==> src/rtl/control_sequencer.sv <==
// control_sequencer: hardwired Moore control unit for the Mini SRC datapath.
// Steps fetch (T0-T2) and opcode-specific execute states (T3-T7) and drives
// every datapath strobe combinationally from the state register and live ir.
// Optional feature macro: SEQ_SINGLE_STEP_EN adds a step_en input that gates
// every T-state transition (RESET->T0, ->HALT and clear are not gated).
// Handshake: in T1, ld T6 and st T7 the memory strobes stay asserted and the
// state holds until mem_rdy is sampled high; the FSM advances on that edge.
module control_sequencer (
  input  logic        clk,
  input  logic        clear,
`ifdef SEQ_SINGLE_STEP_EN
  input  logic        step_en,
`endif
  input  logic [31:0] ir,
  input  logic        mem_rdy,
  output logic [4:0]  bus_select,
  output logic [15:0] reg_in,
  output logic        pc_in,
  output logic        ir_in,
  output logic        mar_in,
  output logic        mdr_in,
  output logic        y_in,
  output logic        z_in,
  output logic        hi_in,
  output logic        lo_in,
  output logic        inc_pc,
  output logic        mdr_read,
  output logic        mem_read,
  output logic        mem_write,
  output logic [4:0]  alu_op,
  output logic        run,
  output logic [2:0]  t_state
);

  typedef enum logic [3:0] {
    ST_T0 = 4'd0, ST_T1 = 4'd1, ST_T2 = 4'd2, ST_T3 = 4'd3,
    ST_T4 = 4'd4, ST_T5 = 4'd5, ST_T6 = 4'd6, ST_T7 = 4'd7,
    ST_RESET = 4'd8, ST_HALT = 4'd9
  } state_t;

  state_t state_q, state_d;

  logic [4:0] opcode;
  logic [3:0] ra, rb, rc;
  logic       unused_ir;
  logic       is_r, is_i, is_ld, is_ldi, is_st, is_md, is_mfhi, is_mflo, is_halt;
  logic       is_short, adv;
  logic [15:0] ra_hot;

  assign opcode    = ir[31:27];
  assign ra        = ir[26:23];
  assign rb        = ir[22:19];
  assign rc        = ir[18:15];
  assign unused_ir = ^ir[14:0];

  assign is_r     = (opcode >= 5'b00011) && (opcode <= 5'b01011);
  assign is_i     = (opcode >= 5'b01100) && (opcode <= 5'b01110);
  assign is_ld    = (opcode == 5'b00000);
  assign is_ldi   = (opcode == 5'b00001);
  assign is_st    = (opcode == 5'b00010);
  assign is_md    = (opcode == 5'b01111) || (opcode == 5'b10000);
  assign is_mfhi  = (opcode == 5'b11000);
  assign is_mflo  = (opcode == 5'b11001);
  assign is_halt  = (opcode == 5'b11011);
  // Instructions that finish in T3 (mfhi, mflo, nop, unknown opcodes).
  assign is_short = !(is_r || is_i || is_ld || is_ldi || is_st || is_md);
  assign ra_hot   = 16'h0001 << ra;

`ifdef SEQ_SINGLE_STEP_EN
  assign adv = step_en;
`else
  assign adv = 1'b1;
`endif

  // State register; clear wins over everything, including memory waits.
  always_ff @(posedge clk) begin
    if (clear) state_q <= ST_RESET;
    else       state_q <= state_d;
  end

  // Next-state decode.
  always_comb begin
    state_d = state_q;
    case (state_q)
      ST_RESET: state_d = ST_T0;
      ST_T0:    if (adv) state_d = ST_T1;
      ST_T1:    if (adv && mem_rdy) state_d = ST_T2;
      ST_T2:    if (adv) state_d = ST_T3;
      ST_T3: begin
        if (is_halt)  state_d = ST_HALT;
        else if (adv) state_d = is_short ? ST_T0 : ST_T4;
      end
      ST_T4:    if (adv) state_d = ST_T5;
      ST_T5:    if (adv) state_d = (is_ld || is_st || is_md) ? ST_T6 : ST_T0;
      ST_T6: begin
        if (is_ld)      begin if (adv && mem_rdy) state_d = ST_T7; end
        else if (is_st) begin if (adv) state_d = ST_T7; end
        else if (adv)   state_d = ST_T0;
      end
      ST_T7: begin
        if (is_st) begin if (adv && mem_rdy) state_d = ST_T0; end
        else if (adv) state_d = ST_T0;
      end
      ST_HALT:  state_d = ST_HALT;
      default:  state_d = ST_RESET;
    endcase
  end

  // Moore output decode from state and live ir.
  always_comb begin
    bus_select = 5'd0;
    reg_in     = 16'h0000;
    pc_in      = 1'b0;
    ir_in      = 1'b0;
    mar_in     = 1'b0;
    mdr_in     = 1'b0;
    y_in       = 1'b0;
    z_in       = 1'b0;
    hi_in      = 1'b0;
    lo_in      = 1'b0;
    inc_pc     = 1'b0;
    mdr_read   = 1'b0;
    mem_read   = 1'b0;
    mem_write  = 1'b0;
    alu_op     = 5'd0;
    run        = 1'b0;
    t_state    = 3'd0;
    if (state_q <= ST_T7) begin
      run     = 1'b1;
      t_state = state_q[2:0];
    end
    case (state_q)
      ST_T0: begin
        bus_select = 5'd20; mar_in = 1'b1; inc_pc = 1'b1; z_in = 1'b1; alu_op = 5'b00011;
      end
      ST_T1: begin
        bus_select = 5'd19; pc_in = 1'b1; mem_read = 1'b1; mdr_read = 1'b1; mdr_in = 1'b1;
      end
      ST_T2: begin
        bus_select = 5'd21; ir_in = 1'b1;
      end
      ST_T3: begin
        if (is_r || is_i || is_ld || is_ldi || is_st) begin
          bus_select = {1'b0, rb}; y_in = 1'b1;
        end else if (is_md) begin
          bus_select = {1'b0, ra}; y_in = 1'b1;
        end else if (is_mfhi || is_mflo) begin
          bus_select = is_mfhi ? 5'd16 : 5'd17; reg_in = ra_hot;
        end
      end
      ST_T4: begin
        if (is_r) begin
          bus_select = {1'b0, rc}; z_in = 1'b1; alu_op = opcode;
        end else if (is_i) begin
          bus_select = 5'd23; z_in = 1'b1;
          case (opcode)
            5'b01100: alu_op = 5'b00011;
            5'b01101: alu_op = 5'b00101;
            default:  alu_op = 5'b00110;
          endcase
        end else if (is_ld || is_ldi || is_st) begin
          bus_select = 5'd23; z_in = 1'b1; alu_op = 5'b00011;
        end else if (is_md) begin
          bus_select = {1'b0, rb}; z_in = 1'b1; alu_op = opcode;
        end
      end
      ST_T5: begin
        if (is_r || is_i || is_ldi) begin
          bus_select = 5'd19; reg_in = ra_hot;
        end else if (is_ld || is_st) begin
          bus_select = 5'd19; mar_in = 1'b1;
        end else if (is_md) begin
          bus_select = 5'd19; lo_in = 1'b1;
        end
      end
      ST_T6: begin
        if (is_ld) begin
          mem_read = 1'b1; mdr_read = 1'b1; mdr_in = 1'b1;
        end else if (is_st) begin
          bus_select = {1'b0, ra}; mdr_in = 1'b1;
        end else if (is_md) begin
          bus_select = 5'd18; hi_in = 1'b1;
        end
      end
      ST_T7: begin
        if (is_ld) begin
          bus_select = 5'd21; reg_in = ra_hot;
        end else if (is_st) begin
          mem_write = 1'b1;
        end
      end
      default: ;
    endcase
  end

endmodule
==> config.mk <==
export PLATFORM = sky130hd
export DESIGN_NAME = control_sequencer
export DESIGN_NICKNAME = d
export VERILOG_FILES = /design/src/rtl/control_sequencer.sv
export SDC_FILE = /design/constraint.sdc
export NUM_CORES = 1
export LEC_CHECK = 0
export CAP_MARGIN = 20
export CORE_ASPECT_RATIO = 0.9
export CORE_MARGIN = 2
export CORE_UTILIZATION = 38
export DETAILED_ROUTE_END_ITERATION = 10
export HOLD_SLACK_MARGIN = 0.06
export PLACE_DENSITY = 0.82
export SLEW_MARGIN = 20
export SYNTH_ARGS = -nofsm -noshare
export SYNTH_HDL_FRONTEND = slang
export SYNTH_SLANG_ARGS = --single-unit
==> constraint.sdc <==
create_clock -name clk -period 2.08 [get_ports clk]
set_input_delay 0.208 -clock clk [delete_from_list [all_inputs] [get_ports clk]]
set_output_delay 0.208 -clock clk [all_outputs]
set_load 0.01 [all_outputs]
==> impl_metrics.json <==
{
  "place_area_um2": 2240,
  "cp_max_fo": 6,
  "setup-violations-final": 2,
  "ant_nets": 0,
  "grt_max_degree": 18,
  "peakVddDrop_mv": 0.498,
  "row_count": 19,
  "ios": 77,
  "required_ns": 1.87,
  "clk_path_buf_depth": 2,
  "final_area_um2": 2660,
  "dieArea_um2": 3830,
  "insertion_delay_ns": 0.22,
  "largestRegisters": "state_q: 4 flops",
  "hold_class": "in2reg",
  "violations": "negative setup slack",
  "endpoint_kind": "output pin",
  "critPathMaxStageDelay_ns": 0.36,
  "cts_made_buffers": 3,
  "synth_top_area_cell": "a211oi_1",
  "grt_pass1_vias": 1967,
  "routed_wl_um": 7220,
  "die_h_um": 59.0,
  "antenna_cells": 0,
  "io_buffer_count": 61,
  "synth_top_area_share_pct": 7.65,
  "path_cells": "buf_6 -> nor4b_4 -> nand2_1 -> buf_4 -> o32a_1 -> o311ai_2 -> buf_2",
  "fin_crit_ns": 2.12,
  "crit_arrival_ns": 1.92,
  "cts-root-buf": "clkbuf_8",
  "synth_common_cells": "nand2_1, nor3_1, a211oi_1, nor2_1, o21ai_0",
  "cts_sinks": 4,
  "max_cap_viol_count": 0,
  "p_leak_nw": 1.22,
  "synth.most_common_cell": "nand2_1",
  "relSlewSlack_pct": 61.2,
  "max_freq_mhz": 471,
  "worst_pin_slew_ns": 0.580,
  "rsz0062_at_grt": "true",
  "fin_ws_ns": -0.0448,
  "grt_pass1_wl_um": 9680,
  "cp-start-kind": "register",
  "status": "finished, violations left",
  "gp_congestion": 0.914,
  "wl_per_cell_um": 21.2,
  "avgSynthCellArea_um2": 7.12,
  "ys_ff_latch": 4,
  "synth.distinct_cells": 63,
  "dp_hpwl_um": 3780,
  "nets": 336,
  "final_util_pct": 84.6,
  "cts_tree": "done",
  "post-route-period-util_pct": 102,
  "start_util_pct": 40.6,
  "grt_overflow": 0,
  "core_area_um2": 3140,
  "p_per_area_nw_per_um2": 298,
  "drive_above_1_share_pct": 51.2,
  "critPathSlowestCell": "dfxtp_4",
  "slew_viol_final": 0,
  "antenna_found_initial": 0,
  "viasPerCell": 6.43,
  "pre_cts_ws_ns": -0.701,
  "timing.hold.ws_ns": 0.646,
  "syn2layout_area_growth_pct": 108,
  "synth_warnings": 0,
  "synthFlopType": "dfxtp_1",
  "synth_edf_count": 0,
  "syn_inst": 179,
  "worstSetupPathType": "reg2out",
  "setup_tns_ns": -0.0890,
  "regMostFlops": "state_q",
  "synth_nets": 214,
  "synthArstFlopShare_pct": 0,
  "path_clk_slew_ns": 0.03,
  "vias": 2192,
  "hold_viol": 0,
  "cts_max_level": 1,
  "drt_drc_violations_left": 0,
  "dr.first_iter.drc_count": 178,
  "die_w_um": 65.1,
  "firstDrtPassIters": 5,
  "fin_skew_ns": 0.00137,
  "synthTopCellsByArea": "a211oi_1, dfxtp_1, nor3_1",
  "synth_seq_area_share_pct": 6.28,
  "grt_util_all_layers_pct": 32.5,
  "largest_register_ffs": 4,
  "netlist_area_um2": 1270
}
per-layer routing:
metal	vias to the layer above	track usage [%]	share of wire, %
li1	937	-	-
met1	1003	37.4	36
met2	199	58.5	48
met3	53	5.16	10
met4	0	16.7	5.7
met5	-	0	0
layout make-up:
cell class / instances / area (um2)
tap: 42 / 52.6
timing repair buffer: 135 / 1120
sequential: 4 / 88.8
multi-input combinational: 150 / 1330
inverter: 7 / 26.3
clock buffer: 3 / 41.3
fill: 166 / 482
report_power, final:
group	switching [W]	leakage, nW	internal (W)	total [W]
Sequential	0.0000168	0.0348	0.0000860	0.000103
Combinational	0.000278	1.17	0.000247	0.000525
Clock	0.0000408	0.0216	0.000123	0.000164
cell usage in the layout, fill, tap and decap left out, drive strengths merged, types with 3 or more instances in the layout:
cell and n:
inv 7, o21ai 10, a21oi 7, nand3 5, or3 3, dfxtp 4
nand2b 7, clkbuf 6, a211oi 14, nand2 16, clkdlybuf4s50 18, a2111oi 4
nand3b 3, nor4 3, dlygate4sd2 13, nor2 12, buf 97, nor3 17
logic make-up after synthesis:
| group | Yosys count | share of synthesized area (%) |
|---|---|---|
| buffers and inverters | 25 | 13.1 |
| muxes | 1 | 0.785 |
| xor gates and xnor gates | 3 | 2.06 |
| and+or+nand+nor | 87 | 41.7 |
| DFF | 4 | 6.28 |
| AOI/OAI and AO/OA | 59 | 36.1 |
timing repair:
action / 4_1_cts / 5_1_grt
gates resized for setup: 150 / 39
pin swaps: 5 / 12
hold buffers: 0 / 0
setup endpoints to repair: 38 / 25
buffers inserted: 9 / 10
final timing paths:
check                   from             to  slack [ns]  depth (start not counted)
hold / removal        ir[27]     state_q[1]        0.65                          6
setup / recovery  state_q[1]  bus_select[0]       -0.04                          7
hold reg to reg   state_q[2]     state_q[2]        0.71                          3
setup reg to reg  state_q[0]     state_q[0]        0.49                          7
worst max-delay path, delay by kind of cell (launching register included):
| kind | cells | cell delay, ns |
|---|---|---|
| AOI/OAI and AO/OA | 2 | 0.42 |
| DFF | 1 | 0.36 |
| buffers and inverters | 3 | 0.46 |
| and+or+nand+nor | 2 | 0.45 |
stage by stage:
stage	total power, W	instances
6_report	0.000792	341
5_1_grt	0.000818	341
4_1_cts	0.000725	331
3_5_place_dp	0.000533	319
3_3_place_gp	0.000526	319
2_1_floorplan	0.000300	179
No activity file was read; power rests on OpenSTA's default activity.
